==> src/rtl/hazard_pkg.sv <==
// Shared types and constants for the forwarding / hazard-detection slice.
package hazard_pkg;

  localparam logic [1:0] FWD_RF    = 2'b00;
  localparam logic [1:0] FWD_EXMEM = 2'b01;
  localparam logic [1:0] FWD_MEMWB = 2'b10;

  // Per-stage tag flags; the register indices travel alongside as a packed payload
  // because their widths follow the instantiating module's parameters.
  typedef struct packed {
    logic valid;
    logic reg_write;
    logic is_load;
  } tag_t;

  typedef enum logic [1:0] {
    NONE,
    LOAD_USE,
    MUL_BUSY,
    FLUSH
  } stall_cause_e;

  // A stage can only be a forwarding source when it holds a real writing instruction.
  function automatic logic tag_writes(tag_t t);
    return t.valid && t.reg_write;
  endfunction

endpackage

==> src/rtl/pipe_tag_reg.sv <==
// One pipeline tag entry: bubble clears it, hold keeps it, load captures the new tag.
module pipe_tag_reg
  import hazard_pkg::*;
#(
  parameter int DATA_W = 5
) (
  input  logic              clk,
  input  logic              reset_n,
  input  logic              bubble,
  input  logic              hold,
  input  logic              load,
  input  tag_t              d_tag,
  input  logic [DATA_W-1:0] d_data,
  output tag_t              q_tag,
  output logic [DATA_W-1:0] q_data
);

  // NOTE: sequential state uses non-blocking assignments so every stage samples
  // the pre-edge value of its neighbour, which is what makes the tags shift.
  always_ff @(posedge clk or negedge reset_n) begin
    if (!reset_n) begin
      q_tag  <= '0;
      q_data <= '0;
    end else if (bubble) begin
      q_tag  <= '0;
      q_data <= '0;
    end else if (hold) begin
      q_tag  <= q_tag;
      q_data <= q_data;
    end else if (load) begin
      q_tag  <= d_tag;
      q_data <= d_data;
    end
  end

endmodule

==> src/rtl/forwarding_hazard_unit.sv <==
// Tracks in-flight destination tags, selects EX operand forwarding and raises
// load-use / multiply stalls with a saturating stall-cycle counter.
module forwarding_hazard_unit
  import hazard_pkg::*;
#(
  parameter int NUM_SRC    = 2,
  parameter int REG_ADDR_W = 5,
  parameter int MUL_LAT    = 3
) (
  input  logic                          clk,
  input  logic                          reset_n,
  input  logic                          id_valid,
  input  logic [NUM_SRC*REG_ADDR_W-1:0] id_rs,
  input  logic [NUM_SRC-1:0]            id_rs_used,
  input  logic [REG_ADDR_W-1:0]         id_rd,
  input  logic                          id_reg_write,
  input  logic                          id_is_load,
  input  logic                          id_is_mul,
  input  logic                          flush,
  output logic                          stall,
  output logic                          ex_hold,
  output logic [2*NUM_SRC-1:0]          fwd_sel,
  output logic [31:0]                   stall_cycles
);

  localparam int RS_W  = NUM_SRC * REG_ADDR_W;
  localparam int EX_W  = NUM_SRC + RS_W + REG_ADDR_W;
  localparam int CNT_W = (MUL_LAT > 1) ? $clog2(MUL_LAT) : 1;
  localparam logic [CNT_W-1:0] MUL_RELOAD = CNT_W'(MUL_LAT - 1);

  tag_t                  id_tag, ex_tag, mem_tag, wb_tag;
  logic [EX_W-1:0]       id_data, ex_data;
  logic [REG_ADDR_W-1:0] ex_rd, mem_rd, wb_rd;
  logic [RS_W-1:0]       ex_rs;
  logic [NUM_SRC-1:0]    ex_rs_used;
  logic [CNT_W-1:0]      mul_cnt;
  logic                  ex_match, mem_match, wb_match;
  logic                  id_dep_hit, load_use, mul_busy;
  stall_cause_e          cause;

  assign id_tag  = '{valid: id_valid, reg_write: id_reg_write, is_load: id_is_load};
  assign id_data = {id_rs_used, id_rs, id_rd};

  assign ex_rd      = ex_data[REG_ADDR_W-1:0];
  assign ex_rs      = ex_data[REG_ADDR_W +: RS_W];
  assign ex_rs_used = ex_data[EX_W-1 -: NUM_SRC];

  assign ex_match  = tag_writes(ex_tag)  && (ex_rd  != '0);
  assign mem_match = tag_writes(mem_tag) && (mem_rd != '0);
  assign wb_match  = tag_writes(wb_tag)  && (wb_rd  != '0);
  assign mul_busy  = (mul_cnt != '0);

  // NOTE: every always_comb output gets a default before any conditional
  // assignment so no path can leave it unassigned and infer a latch.
  always_comb begin
    fwd_sel    = '0;
    id_dep_hit = 1'b0;
    for (int i = 0; i < NUM_SRC; i++) begin
      if (ex_rs_used[i]) begin
        if (mem_match && (mem_rd == ex_rs[i*REG_ADDR_W +: REG_ADDR_W])) begin
          fwd_sel[2*i +: 2] = FWD_EXMEM;
        end else if (wb_match && (wb_rd == ex_rs[i*REG_ADDR_W +: REG_ADDR_W])) begin
          fwd_sel[2*i +: 2] = FWD_MEMWB;
        end else begin
          fwd_sel[2*i +: 2] = FWD_RF;
        end
      end
      if (id_valid && id_rs_used[i] && (id_rs[i*REG_ADDR_W +: REG_ADDR_W] == ex_rd)) begin
        id_dep_hit = 1'b1;
      end
    end
  end

  assign load_use = ex_match && ex_tag.is_load && id_dep_hit;

  // One priority decision drives the outputs, the tag shift and the multiply counter.
  always_comb begin
    cause = NONE;
    if (flush)         cause = FLUSH;
    else if (mul_busy) cause = MUL_BUSY;
    else if (load_use) cause = LOAD_USE;
  end

  assign stall   = (cause == MUL_BUSY) || (cause == LOAD_USE);
  assign ex_hold = (cause == MUL_BUSY);

  pipe_tag_reg #(.DATA_W(EX_W)) u_ex_tag (
    .clk     (clk),
    .reset_n (reset_n),
    .bubble  ((cause == FLUSH) || (cause == LOAD_USE)),
    .hold    (cause == MUL_BUSY),
    .load    (1'b1),
    .d_tag   (id_tag),
    .d_data  (id_data),
    .q_tag   (ex_tag),
    .q_data  (ex_data)
  );

  // While a multiply sits in EX nothing leaves it, so MEM receives a bubble.
  pipe_tag_reg #(.DATA_W(REG_ADDR_W)) u_mem_tag (
    .clk     (clk),
    .reset_n (reset_n),
    .bubble  (cause == MUL_BUSY),
    .hold    (1'b0),
    .load    (1'b1),
    .d_tag   (ex_tag),
    .d_data  (ex_rd),
    .q_tag   (mem_tag),
    .q_data  (mem_rd)
  );

  pipe_tag_reg #(.DATA_W(REG_ADDR_W)) u_wb_tag (
    .clk     (clk),
    .reset_n (reset_n),
    .bubble  (1'b0),
    .hold    (1'b0),
    .load    (1'b1),
    .d_tag   (mem_tag),
    .d_data  (mem_rd),
    .q_tag   (wb_tag),
    .q_data  (wb_rd)
  );

  always_ff @(posedge clk or negedge reset_n) begin
    if (!reset_n) begin
      mul_cnt <= '0;
    end else begin
      unique case (cause)
        FLUSH:    mul_cnt <= '0;
        MUL_BUSY: mul_cnt <= mul_cnt - 1'b1;
        LOAD_USE: mul_cnt <= mul_cnt;
        NONE:     if (id_valid && id_is_mul) mul_cnt <= MUL_RELOAD;
        default:  mul_cnt <= mul_cnt;
      endcase
    end
  end

  always_ff @(posedge clk or negedge reset_n) begin
    if (!reset_n) begin
      stall_cycles <= '0;
    end else if (stall && (stall_cycles != 32'hFFFF_FFFF)) begin
      stall_cycles <= stall_cycles + 32'd1;
    end
  end

endmodule

==> config.mk <==
export PLATFORM = sky130hd
export DESIGN_NAME = forwarding_hazard_unit
export DESIGN_NICKNAME = d
export VERILOG_FILES = /design/src/rtl/hazard_pkg.sv /design/src/rtl/pipe_tag_reg.sv /design/src/rtl/forwarding_hazard_unit.sv
export SDC_FILE = /design/constraint.sdc
export NUM_CORES = 1
export LEC_CHECK = 0
export ABC_AREA = 1
export BUFFER_PORTS_ARGS = -buffer_cell sky130_fd_sc_hd__buf_2
export CAP_MARGIN = 20
export CORE_ASPECT_RATIO = 2
export CORE_UTILIZATION = 55
export DETAILED_ROUTE_END_ITERATION = 16
export PLACE_DENSITY = 0.84
export SETUP_SLACK_MARGIN = 0.05
export SLEW_MARGIN = 20
export SYNTH_ARGS = -nofsm -noshare
export SYNTH_HDL_FRONTEND = slang
export SYNTH_HIERARCHICAL = 1
export SYNTH_SLANG_ARGS = --single-unit
==> constraint.sdc <==
create_clock -name clk -period 2.2 [get_ports clk]
set_input_delay 0.33 -clock clk [delete_from_list [all_inputs] [get_ports clk]]
set_output_delay 0.33 -clock clk [all_outputs]
set_load 0.005 [all_outputs]
## Word-level counts from Yosys, hierarchy flattened

Index checks and enable logic that the tools add are counted.
Widths: inputs -> output; s select.

| word-level totals | value |
|---|---|
| output and inout port bits | 38 |
| bits in registers | 68 |
| input port bits | 24 |

| operators by class | value |
|---|---|
| equality and inequality tests | 12 |
| bitwise gates (word level) | 1 |
| $add $sub $neg | 2 |
| reductions and logical operators | 26 |
| mux-type cells | 19 |

Operators with widths:

| kind | count |
|---|---|
| $mux 17 | 2 |
| $add 32x1->32 const B | 1 |
| $ne 32x32->1 const B | 1 |
| $eq 5x5->1 | 6 |
| $logic_and 1x1->1 | 18 |
| $mux 2 | 9 |
| $reduce_bool 5->1 | 3 |
| $mux 3 | 3 |
| $pmux 2 s3 | 1 |
| $mux 5 | 1 |
| $eq 2x2->1 const B | 2 |
| $mux 1 | 3 |
| $eq 2x1->1 const B | 1 |
| $logic_not 2->1 | 1 |
| $logic_or 1x1->1 | 2 |
| $ne 2x1->1 const B | 1 |
| $ne 2x2->1 const B | 1 |
| $reduce_and 2->1 | 1 |
| $reduce_bool 2->1 | 1 |
| $sub 2x1->2 const B | 1 |
| $not 1->1 | 1 |

## Longest topological paths before layout

| logic depth | value |
|---|---|
| depth in word-level cells | 11 |
| gate-level depth with buffers | 16 |

## By module

The synthesis kept the hierarchy.

Modules (own cells, without submodules):

| module | seq. area each (µm²) | cells an instance | times used | area each (µm²) |
|---|---|---|---|---|
| forwarding_hazard_unit | 850.8 | 459 | 1 | 2894.0 |
| pipe_tag_reg at u_ex_tag | 500.5 | 93 | 1 | 999.7 |
| pipe_tag_reg at u_mem_tag ... | 200.2 | 37 | 2 | 361.6 |

## Least setup slack after synthesis

No wires, ideal clock.

| timing path | value |
|---|---|
| path type | reg-to-reg |
| start point | register mul_cnt[0] |
| end point | register stall_cycles[18] |
| cell stages (with the launch flop) | 16 |
| period minus slack after synthesis | 1.975 ns |
| slack | 0.225 ns |
| library setup time | 0.117 ns |
| data required time | 2.083 ns |
| arrival time | 1.859 ns |
| cell sequence | dfrtp_1 inv_1 ha_1 and3_1 nand3_1 inv_1 nand2_1 nand2_1 ha_1 inv_1 nand2_8 inv_4 buf_6 nand2_2 nand2_1 nand2_1 |

| between the ends | value |
|---|---|
| longest elaborated chain between the ends | 6 |
| elaborated cells between the ends (all ways) | 7 |
| classes of those cells | eq/ne (2); mux (2); reduce/logical (3) |

RTL lines:

| element | RTL line | source |
|---|---|---|
| start, declared | forwarding_hazard_unit.sv:36 | `logic [CNT_W-1:0] mul_cnt;` |
| start signal, assigned | forwarding_hazard_unit.sv:130 | `MUL_BUSY: mul_cnt <= mul_cnt - 1'b1;` |
| start signal, assigned | forwarding_hazard_unit.sv:131 | `LOAD_USE: mul_cnt <= mul_cnt;` |
| start signal, assigned | forwarding_hazard_unit.sv:133 | `default: mul_cnt <= mul_cnt;` |
| $reduce_bool 2->1 * | forwarding_hazard_unit.sv:51 | `assign mul_busy = (mul_cnt != '0);` |
| $mux 2 * | forwarding_hazard_unit.sv:80 | `else if (mul_busy) cause = MUL_BUSY;` |
| $mux 2 * | forwarding_hazard_unit.sv:79 | `if (flush) cause = FLUSH;` |
| $eq 2x2->1 / $eq 2x1->1 (equally long branches) | forwarding_hazard_unit.sv:84 | `assign stall = (cause == MUL_BUSY) \|\| (cause == LOAD_USE);` |
| $logic_or 1x1->1 * | forwarding_hazard_unit.sv:84 |  |
| named net stall | forwarding_hazard_unit.sv:20 | `output logic stall,` |
| $logic_and 1x1->1 * | forwarding_hazard_unit.sv:141 | `end else if (stall && (stall_cycles != 32'hFFFF_FFFF)) begin` |
| end signal, assigned | forwarding_hazard_unit.sv:142 | `stall_cycles <= stall_cycles + 32'd1;` |
| end, declared | forwarding_hazard_unit.sv:23 | `output logic [31:0] stall_cycles` |

The timed path passes the listed nets; every way through them passes the cells marked *.
A chain may end at the register's enable or synchronous reset.

## Final worst setup path

| timing path | value |
|---|---|
| start point | register mul_cnt[0] |
| end point | output port ex_hold |

| between the ends | value |
|---|---|
| longest elaborated chain between the ends | 4 |

RTL lines:

| element | RTL line | source |
|---|---|---|
| $reduce_bool 2->1 | forwarding_hazard_unit.sv:51 |  |
| $mux 2 | forwarding_hazard_unit.sv:80 |  |
| $mux 2 | forwarding_hazard_unit.sv:79 |  |
| $eq 2x2->1 | forwarding_hazard_unit.sv:85 | `assign ex_hold = (cause == MUL_BUSY);` |
| end, declared | forwarding_hazard_unit.sv:21 | `output logic ex_hold,` |

Every way passes these cells.

==> results.json <==
{
  "drtIter0Drc": 344,
  "gp_congestion": 0.960,
  "final_core_utilization_pct": 67.8,
  "slew_violations": 0,
  "cpPeakStageDelay_ns": 0.37,
  "remaining_drc_errors": 0,
  "cts_tree": "built",
  "core_um2": 7940,
  "rr_startpoint": "mul_cnt[0]",
  "first_global_vias": 4401,
  "fin_crit_sh_pct": 96.8,
  "worstSetupEndpoint": "ex_hold",
  "cp.depth": 10,
  "final_hold_viol_count": 0,
  "grt_antenna_before_repair": 0,
  "r2r_cells": 15,
  "reg2reg_slack_ns": 0.13,
  "grt_pass1_wl_um": 20000,
  "min_period_ns": 2.13,
  "crit_chain": "inv_1, ha_2, and3_1, nand3_1, inv_1, nand2_2, nand2_4, inv_2, ha_4, buf_2",
  "final_area_um2": 5380,
  "cp-end-kind": "output pin",
  "mostFrequentLayoutCell": "nand2_1",
  "dp_hpwl_um": 8890,
  "die_h_um": 130,
  "worst-path-buf-inv": 4,
  "status": "finished, final reports clean",
  "layout-drive-gt1-share_pct": 23.7,
  "internal_power_w": 0.00264,
  "rows": 46,
  "synthCells": 618,
  "fin_nets": 723,
  "cts_max_path_buffers": 2,
  "vias": 4453,
  "postCtsHoldBufs": 0,
  "yosysWarnings": 6,
  "power_frac_seq_pct": 38.4,
  "worst_path_max_delay_cell": "dfrtp_1",
  "maxCapViolCount": 0,
  "port_buffers": 61,
  "die_x_um": 66.2,
  "power_frac_comb_pct": 19.6,
  "final-setup-viol-count": 0,
  "syn_to_final_growth_pct": 18.6,
  "htreeDepth": 3,
  "p_sw_w": 0.00113,
  "clockRootBuffer": "clkbuf_16",
  "final_cell_mix": "nand2_1 (238), dfrtp_1 (63), nor2_1 (60), buf_2 (60), nand4_1 (34)",
  "crit_family": "simple AND/OR/NAND/NOR gates",
  "cts.clk_slew.worst_paths_ns": 0.06,
  "rsz0062_at_grt": "true",
  "post_dp_cell_area_um2": 4900,
  "tns_ns": 0,
  "floorplan.initialDensity_pct": 57.1,
  "clock_latency_ns": 0.34,
  "p_clk_share_pct": 42.0,
  "crit_fanout": 4,
  "synth.avg_cell_area_um2": 7.34,
  "power.density_nw_per_um2": 700,
  "dr.pass1.iters": 5,
  "critical_path_class": "register to output pin",
  "drt-total-wl_um": 12400,
  "p_leak_nw": 2.88,
  "p_sw_share_pct": 29.9,
  "path_common_cell": "inv_1",
  "overflow": 0,
  "crit_required_ns": 1.87,
  "grtUsageTotal_pct": 31.1,
  "post_drt_wl_per_cell_um": 15.6,
  "synth_area_um2": 4540,
  "grt_max_degree": 69,
  "total_power_w": 0.00377,
  "cts.sinks": 68,
  "clock_skew_ns": 0.00619,
  "ant_nets": 0,
  "die_area_um2": 8640,
  "fmax_mhz": 470,
  "hold_class": "primary input to asynchronous set/reset pin",
  "vdd_drop_max_mv": 0.687,
  "vias_per_cell": 5.60,
  "antennaDiodeCount": 0,
  "startpoint": "mul_cnt[0]",
  "cts_buffers": 9,
  "worst_r2r_endpoint": "stall_cycles[17]",
  "io_pins": 62,
  "arrival_ns": 1.80,
  "crit_path_start_kind": "register"
}
==> sequential cells by signal, summed over array words and instances (netlist names) <==
register and cells:
u_ex_tag/q_data 17, u_mem_tag/q_data 5, u_wb_tag/q_data 5, u_wb_tag/q_tag 2, u_ex_tag/q_tag 3, stall_cycles 32
mul_cnt 2, u_mem_tag/q_tag 2
==> power groups by stage <==
stage / sequential (W) / clock (W) / combinational [W]
floorplan: 0.00145 / 0 / 0.000491
global placement: 0.00146 / 0 / 0.000643
detailed placement: 0.00146 / 0 / 0.000669
CTS: 0.00144 / 0.00160 / 0.000690
global route: 0.00146 / 0.00166 / 0.000818
finish: 0.00145 / 0.00158 / 0.000739
==> layout make-up <==
| cell class | count | area (um2) |
|---|---|---|
| multi-input cells | 492 | 2560 |
| fillers | 627 | 2560 |
| flip-flops and latches | 68 | 1710 |
| repair buffers | 79 | 500 |
| clock buffers | 10 | 239 |
| inverters | 44 | 168 |
| well taps | 96 | 120 |
| clock inverters | 6 | 87.6 |
==> through the flow <==
step	setup WS, ns	hold slack (ns)	std cells
finish	0.0709	0.00977	795
global route	0.00495	0.0294	795
CTS	0.0746	0.0193	787
detailed placement	0.0127	0.384	768
global placement	0.0919	0.379	768
floorplan	0.225	0.0344	624
==> routing by layer <==
| metal | global-route usage, % | up-vias | wire, um |
|---|---|---|---|
| met2 | 54.7 | 199 | 6660 |
| met1 | 30.8 | 2069 | 4260 |
| met5 | 0 | - | 0 |
| met4 | 24.4 | 0 | 883 |
| met3 | 6.42 | 70 | 572 |
| li1 | - | 2115 | - |
==> worst register-to-register path, stage by stage (launching register included) <==
cell	delay (ns)
dfrtp_1	0.37
inv_1	0.08
ha_2	0.18
and3_1	0.15
nand3_1	0.07
inv_1	0.08
nand2_2	0.08
nand2_4	0.08
ha_4	0.19
inv_2	0.05
buf_4	0.13
nand2_8	0.07
inv_4	0.25
nand2_2	0.08
nand2_1	0.07
nand2_1	0.04
==> what timing repair did <==
item	CTS	global route
setup buffers	3	8
endpoints found under the setup margin	36	52
gates resized for setup	9	18
pin swaps	2	3
==> worst min-delay path by stage <==
stage | startpoint | endpoint | slack, ns | cells after the start
5_1_grt | reset_n | stall_cycles[9] | 0.03 | 2
6_report | reset_n | stall_cycles[9] | 0.01 | 2
4_1_cts | reset_n | stall_cycles[9] | 0.02 | 2
3_3_place_gp | reset_n | stall_cycles[9] | 0.38 | 2
3_5_place_dp | reset_n | stall_cycles[9] | 0.38 | 2
2_1_floorplan | reset_n | mul_cnt[0] | 0.03 | 0
(Power assumes the default switching activity.)
